### src/rtl/ingreso_clave.sv
// Keypad entry stage: collects BCD digits while a vehicle is present and
// presents the packed code with a one-cycle valid pulse, aborting stale entries.
module ingreso_clave #(
    parameter  int DIGITS         = 4,
    parameter  int TIMEOUT_CYCLES = 255,
    localparam int TW             = $clog2(TIMEOUT_CYCLES + 1)
) (
    input  logic                clock,
    input  logic                reset,
    input  logic                vehicle_present,
    input  logic                key_valid,
    input  logic [3:0]          key_digit,
    input  logic                key_clear,
    output logic [4*DIGITS-1:0] code,
    output logic                code_valid,
    output logic [2:0]          digit_count,
    output logic                bad_digit,
    output logic                entry_timeout
);

    localparam int             CW   = 4 * DIGITS;
    localparam logic [2:0]     LAST = 3'(DIGITS - 1);
    localparam logic [TW-1:0]  TMAX = TW'(TIMEOUT_CYCLES);

    typedef enum logic [1:0] {IDLE, COLLECT, DONE, ABORT} state_t;

    state_t          state_q;
    logic [CW-1:0]   code_q;
    logic [2:0]      count_q;
    logic [TW-1:0]   timer_q;
    logic            key_q;
    logic            primed_q;
    logic            code_valid_q;
    logic            bad_digit_q;
    logic            entry_timeout_q;

    logic            key_event;
    logic            digit_ok;
    logic [TW-1:0]   timer_inc;
    logic [CW-1:0]   code_base;
    logic [CW-1:0]   code_shifted;

    // The first sample after reset only establishes the baseline, so a strobe
    // already high at release is not taken as a fresh key.
    assign key_event = primed_q & key_valid & ~key_q;
    assign digit_ok  = (key_digit <= 4'd9);
    assign timer_inc = (timer_q == TMAX) ? timer_q : timer_q + TW'(1);

    always_comb begin
        code_base    = (count_q == 3'd0) ? '0 : code_q;
        code_shifted = {code_base[CW-5:0], key_digit};
    end

    always_ff @(posedge clock or negedge reset) begin
        if (!reset) begin
            state_q         <= IDLE;
            code_q          <= '0;
            count_q         <= '0;
            timer_q         <= '0;
            key_q           <= 1'b0;
            primed_q        <= 1'b0;
            code_valid_q    <= 1'b0;
            bad_digit_q     <= 1'b0;
            entry_timeout_q <= 1'b0;
        end else begin
            // NOTE: non-blocking throughout so every branch sees start-of-cycle state.
            key_q           <= key_valid;
            primed_q        <= 1'b1;
            code_valid_q    <= 1'b0;
            bad_digit_q     <= 1'b0;
            entry_timeout_q <= 1'b0;

            case (state_q)
                IDLE: begin
                    count_q <= '0;
                    if (vehicle_present) begin
                        state_q <= COLLECT;
                        timer_q <= '0;
                    end
                end

                COLLECT: begin
                    if (!vehicle_present) begin
                        state_q <= IDLE;
                        count_q <= '0;
                        code_q  <= '0;
                        timer_q <= '0;
                    end else if (key_clear) begin
                        count_q <= '0;
                        code_q  <= '0;
                        timer_q <= '0;
                    end else if (key_event && digit_ok) begin
                        code_q  <= code_shifted;
                        count_q <= count_q + 3'd1;
                        timer_q <= '0;
                        if (count_q == LAST) begin
                            state_q <= DONE;
                        end
                    end else begin
                        // A rejected key is not activity: the idle timer keeps running.
                        if (key_event) begin
                            bad_digit_q <= 1'b1;
                        end
                        timer_q <= timer_inc;
                        if (timer_inc == TMAX) begin
                            state_q <= ABORT;
                        end
                    end
                end

                DONE: begin
                    code_valid_q <= 1'b1;
                    count_q      <= '0;
                    timer_q      <= '0;
                    state_q      <= vehicle_present ? COLLECT : IDLE;
                end

                ABORT: begin
                    entry_timeout_q <= 1'b1;
                    count_q         <= '0;
                    code_q          <= '0;
                    timer_q         <= '0;
                    state_q         <= vehicle_present ? COLLECT : IDLE;
                end

                default: state_q <= IDLE;
            endcase
        end
    end

    assign code          = code_q;
    assign code_valid    = code_valid_q;
    assign digit_count   = count_q;
    assign bad_digit     = bad_digit_q;
    assign entry_timeout = entry_timeout_q;

endmodule
### config.mk
export PLATFORM = sky130hd
export DESIGN_NAME = ingreso_clave
export DESIGN_NICKNAME = d
export VERILOG_FILES = /design/src/rtl/ingreso_clave.sv
export SDC_FILE = /design/constraint.sdc
export NUM_CORES = 1
export LEC_CHECK = 0
export CELL_PAD_IN_SITES_DETAIL_PLACEMENT = 1
export CELL_PAD_IN_SITES_GLOBAL_PLACEMENT = 2
export CORE_AREA = 2 2 78 80
export DETAILED_ROUTE_END_ITERATION = 16
export DIE_AREA = 0 0 80 82
export PLACE_DENSITY_LB_ADDON = 0.1
export REMOVE_ABC_BUFFERS = 1
export SLEW_MARGIN = 20
export SYNTH_ARGS = -nofsm -noshare
export SYNTH_HDL_FRONTEND = slang
export SYNTH_SLANG_ARGS = --single-unit
export TNS_END_PERCENT = 1
### constraint.sdc
create_clock -name clock -period 1.5 [get_ports clock]
set_input_delay 0.3 -clock clock [delete_from_list [all_inputs] [get_ports clock]]
set_output_delay 0.3 -clock clock [all_outputs]
set_load 0.005 [all_outputs]
==> metrics.txt, run 1 <==
# TYPE chip_impl_metric gauge
chip_impl_metric{name="p_leak",unit="nW"} 1.442
chip_impl_metric{name="final.setup.tns",unit="ns"} 0
chip_impl_metric{name="ys_seq_elements",unit=""} 34
chip_impl_info{name="rsz0062_at_grt",value="yes"} 1
chip_impl_metric{name="finalWorstSetupSlack",unit="ns"} 0.02711
chip_impl_metric{name="ctsLongestPathBuffers",unit=""} 2
chip_impl_metric{name="post_route_cells_drive_above_1_share",unit="%"} 32.23
chip_impl_metric{name="slew_viol_final",unit=""} 0
chip_impl_metric{name="num_vias",unit=""} 1450
chip_impl_metric{name="power_density",unit="mW/mm2"} 839.3
chip_impl_metric{name="cts_max_level",unit=""} 2
chip_impl_metric{name="part_of_the_total_power_dissipated_in_combinational_logic",unit="%"} 9.3
chip_impl_metric{name="path_clk_slew",unit="ns"} 0.07
chip_impl_metric{name="routed_wirelength",unit="um"} 4775
chip_impl_metric{name="netlist_area",unit="mm2"} 0.001735
chip_impl_metric{name="timing.critical_path.fanout_max",unit=""} 4
chip_impl_info{name="hp-class",value="in -> reg"} 1
chip_impl_metric{name="avgRoutedWirePerCell",unit="um"} 16.70
chip_impl_metric{name="dp.cells",unit=""} 268
chip_impl_info{name="worst-setup-path-type",value="reg -> reg"} 1
chip_impl_metric{name="die-area",unit="mm2"} 0.006560
chip_impl_metric{name="cts_buffer_count",unit=""} 5
chip_impl_metric{name="post_synth_num_cell_types",unit=""} 47
chip_impl_metric{name="fmax",unit="MHz"} 678.9
chip_impl_metric{name="detail_route.vias_per_cell",unit=""} 5.070
chip_impl_metric{name="skew",unit="ns"} 0.005980
chip_impl_metric{name="global_route_wire_length_before_repair",unit="um"} 7452
chip_impl_metric{name="critPathArrivalTime",unit="ns"} 1.69
chip_impl_metric{name="grt_max_degree",unit=""} 35
chip_impl_metric{name="synth_sequential_area_ratio",unit="%"} 49.03
chip_impl_metric{name="synthesis.yosys.warnings",unit=""} 0
chip_impl_metric{name="worst_ep_required_time",unit="ns"} 1.72
chip_impl_metric{name="clock_latency",unit="ns"} 0.29
chip_impl_metric{name="detailed_routing_iteration_count_for_the_pre_antenna_repair_pass",unit=""} 4
chip_impl_metric{name="globalplace.congestion",unit=""} 0.8575
chip_impl_metric{name="synth_to_layout_area_growth",unit="%"} 48.74
chip_impl_metric{name="synth_async_sr_flop_share",unit="%"} 100.0
chip_impl_metric{name="core.rowCount",unit=""} 28
chip_impl_metric{name="switching_share",unit="%"} 21.50
chip_impl_metric{name="post-route-period-util",unit="%"} 98.19
chip_impl_metric{name="drv.max_cap_violation_count",unit=""} 0
chip_impl_metric{name="placed_area",unit="mm2"} 0.002253
chip_impl_metric{name="antenna-diode-count",unit=""} 0
chip_impl_info{name="layout_common_cells",value="dfrtp_1, buf_4, dlymetal6s2s_1, a22o_1, clkdlybuf4s50_1"} 1
chip_impl_metric{name="antenna_found_initial",unit=""} 0
chip_impl_metric{name="post_layout_instance_area",unit="mm2"} 0.002581
chip_impl_metric{name="die_y",unit="um"} 82
chip_impl_metric{name="tritoncts_num_sinks",unit=""} 34
chip_impl_metric{name="grt_pass1_vias",unit=""} 1518
chip_impl_metric{name="dp_hpwl",unit="um"} 3299
chip_impl_metric{name="die_w",unit="um"} 80
chip_impl_metric{name="port_buffers",unit=""} 30
chip_impl_metric{name="max-vdd-ir-drop",unit="mV"} 0.4103
chip_impl_metric{name="fin_total_pwr",unit="mW"} 2.166
chip_impl_metric{name="cells_after_synth",unit=""} 149
chip_impl_metric{name="final_core_util",unit="%"} 44.93
chip_impl_metric{name="final_standard_cell_count_with_taps_included_and_fillers_excluded",unit=""} 286
chip_impl_info{name="crit_path_start_kind",value="flop"} 1
chip_impl_metric{name="synth_enable_flop_cells",unit=""} 0
chip_impl_metric{name="holdWs",unit="ns"} 0.1580
chip_impl_metric{name="internal_power",unit="mW"} 1.701
chip_impl_metric{name="final_period_minus_worst_setup_slack",unit="ns"} 1.473
chip_impl_metric{name="detailedPlace.worstSlack",unit="ns"} -0.4582
chip_impl_metric{name="netSwitchingPower",unit="uW"} 465.8
chip_impl_metric{name="gr-usage-all-layers",unit="%"} 14.79
chip_impl_info{name="worst_setup_path_end_kind",value="flop"} 1
chip_impl_metric{name="nNetsFinal",unit=""} 223
chip_impl_metric{name="core_region_area",unit="mm2"} 0.005746
chip_impl_metric{name="pwr-share-clk",unit="%"} 47.3
chip_impl_metric{name="final-setup-viol-count",unit=""} 0
chip_impl_metric{name="start_util",unit="%"} 30.20
chip_impl_metric{name="top_level_ports",unit=""} 31
chip_impl_metric{name="ant_nets",unit=""} 0
chip_impl_info{name="cts_tree",value="done"} 1
chip_impl_info{name="run_status",value="completed"} 1
chip_impl_metric{name="power.share.sequential",unit="%"} 43.4
chip_impl_metric{name="per_instance_average_area_after_synthesis",unit="um2"} 11.65
chip_impl_metric{name="grt_overflow",unit=""} 0
chip_impl_metric{name="hold_viol_final",unit=""} 0
chip_impl_info{name="cts_root_buffer",value="clkbuf_8"} 1
chip_impl_info{name="most_frequent_standard_cell_in_the_layout_excluding_fill_and_tap_cells",value="dfrtp_1"} 1
chip_impl_metric{name="drt-initial-drc-count",unit=""} 46
chip_impl_metric{name="drc",unit=""} 0
chip_impl_info{name="synth_top_flop_cell",value="dfrtp_1"} 1
-- state kept, by name, summed over array words and instances, names as in the netlist --
register	flops
code	16
timer_q	8
digit_count	3
state_q	2
bad_digit	1
code_valid	1
entry_timeout	1
key_q	1
primed_q	1
-- logic make-up after synthesis --
logic type / synth area share [%]
multiplexers: 3.749
flip-flops: 49.03
other: 0.2161
AND/OR/NAND/NOR: 16.51
buffers and inverters: 5.118
XOR/XNOR: 1.010
adder cells (fa/ha/maj): 2.884
AO/OA/AOI/OAI: 21.49
-- power by group through the flow --
stage	combinational [mW]	clock, mW	sequential, mW
5_1_grt	0.220	1.10	0.941
2_1_floorplan	0.0591	0	0.961
3_3_place_gp	0.171	0	0.957
4_1_cts	0.178	1.05	0.939
6_report	0.202	1.03	0.940
3_5_place_dp	0.176	0	0.957
-- cells in the mapped netlist (2+ instances only) --
| cell type | instances | area [um2] |
|---|---|---|
| dfrtp_1 | 34 | 850.8 |
| a22o_1 | 15 | 131.4 |
| nand2_1 | 7 | 26.28 |
| o21ai_0 | 7 | 35.03 |
| inv_1 | 6 | 22.52 |
| a21o_1 | 5 | 37.54 |
| and3_1 | 5 | 31.28 |
| and4_1 | 5 | 43.79 |
| a21oi_1 | 4 | 20.02 |
| buf_6 | 4 | 45.04 |
| ha_1 | 4 | 50.05 |
| mux2_2 | 4 | 45.04 |
| a21bo_2 | 3 | 30.03 |
| nand3_1 | 3 | 15.01 |
| nor2_1 | 3 | 11.26 |
| a31oi_1 | 2 | 12.51 |
| a41oi_1 | 2 | 17.52 |
| and2_1 | 2 | 12.51 |
| mux2i_1 | 2 | 20.02 |
| nor3b_1 | 2 | 15.01 |
| o211ai_1 | 2 | 15.01 |
| o21ai_1 | 2 | 10.01 |
| xnor2_1 | 2 | 17.52 |
-- area by class of cell --
class	instances	area, um2
fill	647	3164
multi-input combinational	102	858.3
sequential	34	850.8
timing repair buffer	61	618.1
tap	75	93.84
clock buffer	5	68.82
clock inverter	3	68.82
inverter	6	22.52
-- worst max-delay path, cell delays in order, from the launching register on --
cell and delay (ns):
dfrtp_1 0.41, buf_6 0.14, or2b_4 0.25, or4_4 0.54
o21ai_2 0.07
-- per-layer routing --
metal,track usage (%),routed length (um)
met2,23.67,2465
met5,0,0
met3,4.176,168
met4,5.424,43
met1,19.10,2098
-- path summary, 6_finish.rpt --
path	from	endpoint	slack, ns	cells past startpoint
worst min-delay path	key_valid	key_q	0.16	1
worst max register to register	state_q[1]	state_q[1]	0.03	4
max in group asynchronous	reset	timer_q[3]	0.93	2
min in group asynchronous	reset	code[4]	0.39	2
worst min register to register	code[1]	code[1]	0.51	1
worst max-delay path	state_q[1]	state_q[1]	0.03	4
-- what timing repair did --
item | in CTS | in global routing
hold buffers | 0 | 0
endpoints found under the setup margin | 29 | 39
gates cloned | 0 | 1
setup buffers | 0 | 9
pin swaps | 4 | 8
resized for setup | 13 | 31
(Power assumes the default switching activity.)
==> inputs of run 2 (changes only) <==
--- a/config.mk
+++ b/config.mk
@@ -10,6 +10,7 @@
 export CORE_AREA = 2 2 78 80
 export DETAILED_ROUTE_END_ITERATION = 16
 export DIE_AREA = 0 0 80 82
+export MAX_ROUTING_LAYER = met4
 export PLACE_DENSITY_LB_ADDON = 0.1
 export REMOVE_ABC_BUFFERS = 1
 export SLEW_MARGIN = 20
==> run 2 against run 1 <==
  * Power about the same
  * Critical path depth unchanged
  * Clock-buffer cell count unchanged
  * Via count up 0.34%
  * Combinational power about the same
  * Cell area unchanged
  * Die area unchanged
  * Utilization unchanged
  * Largest cell class unchanged
==> metrics.txt, run 2 (synthesized netlist as in run 1, its figures left out) <==
# TYPE chip_impl_metric gauge
chip_impl_metric{name="drt-initial-drc-count",unit=""} 48
chip_impl_metric{name="final-setup-viol-count",unit=""} 0
chip_impl_metric{name="p_leak",unit="nW"} 1.442
chip_impl_metric{name="drc",unit=""} 0
chip_impl_metric{name="die_w",unit="um"} 80
chip_impl_metric{name="ctsLongestPathBuffers",unit=""} 2
chip_impl_info{name="hp-class",value="in -> reg"} 1
chip_impl_metric{name="placed_area",unit="mm2"} 0.002253
chip_impl_metric{name="gr-usage-all-layers",unit="%"} 15.21
chip_impl_info{name="whs_endpoint",value="key_q"} 1
chip_impl_info{name="run_status",value="completed"} 1
chip_impl_metric{name="worst_ep_required_time",unit="ns"} 1.72
chip_impl_info{name="cts_root_buffer",value="clkbuf_8"} 1
chip_impl_metric{name="timing.critical_path.slowest_cell_delay",unit="ns"} 0.54
chip_impl_metric{name="top_level_ports",unit=""} 31
chip_impl_metric{name="fmax",unit="MHz"} 680.3
chip_impl_metric{name="cts_buffer_count",unit=""} 5
chip_impl_metric{name="drv.max_cap_violation_count",unit=""} 0
chip_impl_metric{name="route.met2.wl",unit="um"} 2455
chip_impl_metric{name="worstRegToRegCells",unit=""} 4
chip_impl_metric{name="hold_viol_final",unit=""} 0
chip_impl_metric{name="post-route-period-util",unit="%"} 98.00
chip_impl_metric{name="final.setup.tns",unit="ns"} 0
chip_impl_metric{name="m1WireLength",unit="um"} 2121
chip_impl_metric{name="post_route_cells_drive_above_1_share",unit="%"} 32.23
chip_impl_metric{name="post_layout_instance_area",unit="mm2"} 0.002581
chip_impl_metric{name="worst-path-buf-inv",unit=""} 1
chip_impl_metric{name="core_region_area",unit="mm2"} 0.005746
chip_impl_info{name="worst_setup_path_end_kind",value="flop"} 1
chip_impl_info{name="worst_r2r_startpoint",value="state_q[1]"} 1
chip_impl_metric{name="routed_wirelength",unit="um"} 4768
chip_impl_metric{name="slew_viol_final",unit=""} 0
chip_impl_metric{name="globalplace.congestion",unit=""} 0.8711
chip_impl_metric{name="skew",unit="ns"} 0.005790
chip_impl_metric{name="ant_nets",unit=""} 0
chip_impl_metric{name="met3_wirelength",unit="um"} 150
chip_impl_metric{name="power_density",unit="mW/mm2"} 838.8
chip_impl_metric{name="clock_latency",unit="ns"} 0.29
chip_impl_info{name="most_frequent_standard_cell_in_the_layout_excluding_fill_and_tap_cells",value="dfrtp_1"} 1
chip_impl_metric{name="max-vdd-ir-drop",unit="mV"} 0.4105
chip_impl_metric{name="synth_to_layout_area_growth",unit="%"} 48.74
chip_impl_metric{name="cts-hold-fix-buffers",unit=""} 0
chip_impl_metric{name="largest_reg_flops",unit=""} 16
chip_impl_metric{name="die_y",unit="um"} 82
chip_impl_metric{name="fin_total_pwr",unit="mW"} 2.165
chip_impl_metric{name="cts_max_level",unit=""} 2
chip_impl_metric{name="flop2flop_setup_slack",unit="ns"} 0.03
chip_impl_info{name="worstReg2RegEnd",value="state_q[1]"} 1
chip_impl_metric{name="grt_overflow",unit=""} 0
chip_impl_metric{name="number_of_cells_on_the_worst_hold_path",unit=""} 1
chip_impl_metric{name="antenna_found_initial",unit=""} 0
chip_impl_metric{name="die-area",unit="mm2"} 0.006560
chip_impl_info{name="hold_start",value="key_valid"} 1
chip_impl_metric{name="nNetsFinal",unit=""} 223
chip_impl_metric{name="nFillCells",unit=""} 647
chip_impl_metric{name="detailed_routing_iteration_count_for_the_pre_antenna_repair_pass",unit=""} 4
chip_impl_info{name="worst_path_max_delay_cell",value="or4_4"} 1
chip_impl_metric{name="dp_hpwl",unit="um"} 3299
chip_impl_metric{name="detail_route.vias_per_cell",unit=""} 5.087
chip_impl_info{name="layout_common_cells",value="dfrtp_1, buf_4, dlymetal6s2s_1, a22o_1, clkdlybuf4s50_1"} 1
chip_impl_info{name="rsz0062_at_grt",value="yes"} 1
chip_impl_info{name="timing.critical_path.max_delay_family",value="simple AND/OR/NAND/NOR gates"} 1
chip_impl_metric{name="core.rowCount",unit=""} 28
chip_impl_info{name="critical_path.cell_chain",value="buf_6, or2b_4, or4_4, o21ai_2"} 1
chip_impl_info{name="worst-setup-path-type",value="reg -> reg"} 1
chip_impl_metric{name="avgRoutedWirePerCell",unit="um"} 16.67
chip_impl_info{name="cts_tree",value="done"} 1
chip_impl_metric{name="holdWs",unit="ns"} 0.1579
chip_impl_metric{name="tritoncts_num_sinks",unit=""} 34
chip_impl_metric{name="num_vias",unit=""} 1455
chip_impl_metric{name="grt_pass1_vias",unit=""} 1523
chip_impl_metric{name="timing.critical_path.fanout_max",unit=""} 4
chip_impl_metric{name="path_clk_slew",unit="ns"} 0.07
chip_impl_metric{name="critPathArrivalTime",unit="ns"} 1.69
chip_impl_metric{name="port_buffers",unit=""} 30
chip_impl_info{name="crit_path_start_kind",value="flop"} 1
chip_impl_metric{name="global_route_wire_length_before_repair",unit="um"} 7438
chip_impl_metric{name="antenna-diode-count",unit=""} 0
chip_impl_metric{name="final_core_util",unit="%"} 44.93
chip_impl_metric{name="start_util",unit="%"} 30.20
chip_impl_metric{name="final_period_minus_worst_setup_slack",unit="ns"} 1.470
chip_impl_metric{name="grt_max_degree",unit=""} 35
chip_impl_info{name="maxUsedRoutingLayer",value="met4"} 1
[run 2: cell counts in the layout (fill, tap and decap cells not counted)]
Identical to the previous run, type by type.
[run 2: area by class of cell]
| class | count | area (um2) | share of cell area [%] |
|---|---|---|---|
| clock buffers | 5 | 68.82 | 2.666 |
| inverters | 6 | 22.52 | 0.8725 |
| well taps | 75 | 93.84 | 3.635 |
| flip-flops and latches | 34 | 850.8 | 32.96 |
| repair buffers | 61 | 618.1 | 23.95 |
| clock inverters | 3 | 68.82 | 2.666 |
| multi-input cells | 102 | 858.3 | 33.25 |
[run 2: how the worst max path moves through the flow]
stage / startpoint / endpoint / cells after the start
4_1_cts: state_q[1] / state_q[1] / 4
3_5_place_dp: vehicle_present / code[5] / 5
6_report: state_q[1] / state_q[1] / 4
5_1_grt: state_q[1] / state_q[1] / 4
2_1_floorplan: state_q[0] / code[5] / 4
3_3_place_gp: vehicle_present / code[5] / 5
[run 2: metal layers]
layer	GRT usage (%)	vias up
met2	23.75	27
met3	3.846	4
li1	-	676
met5	-	-
met4	5.424	0
met1	19.23	748
[run 2: report_power, final]
group          total [mW]  leakage [nW]  internal (mW)  switching [mW]
registers           0.940         0.466          0.929          0.0101
clock network        1.02        0.0683          0.666           0.358
logic               0.202         0.908          0.105          0.0965
total                2.17          1.44           1.70           0.464
[run 2: through the flow]
stage	cells	setup slack (ns)
after floorplan	141	-0.1391
after global placement	268	-0.4019
after detailed placement	268	-0.4582
after CTS	276	-0.02504
after global routing	286	-0.02830
final	286	0.02997
[run 2: repair_timing]
item	4_1_cts	5_1_grt
gates cloned	0	1
pin swaps	4	8
buffers inserted	0	9
gates resized for setup	13	31
endpoints found under the setup margin	29	39
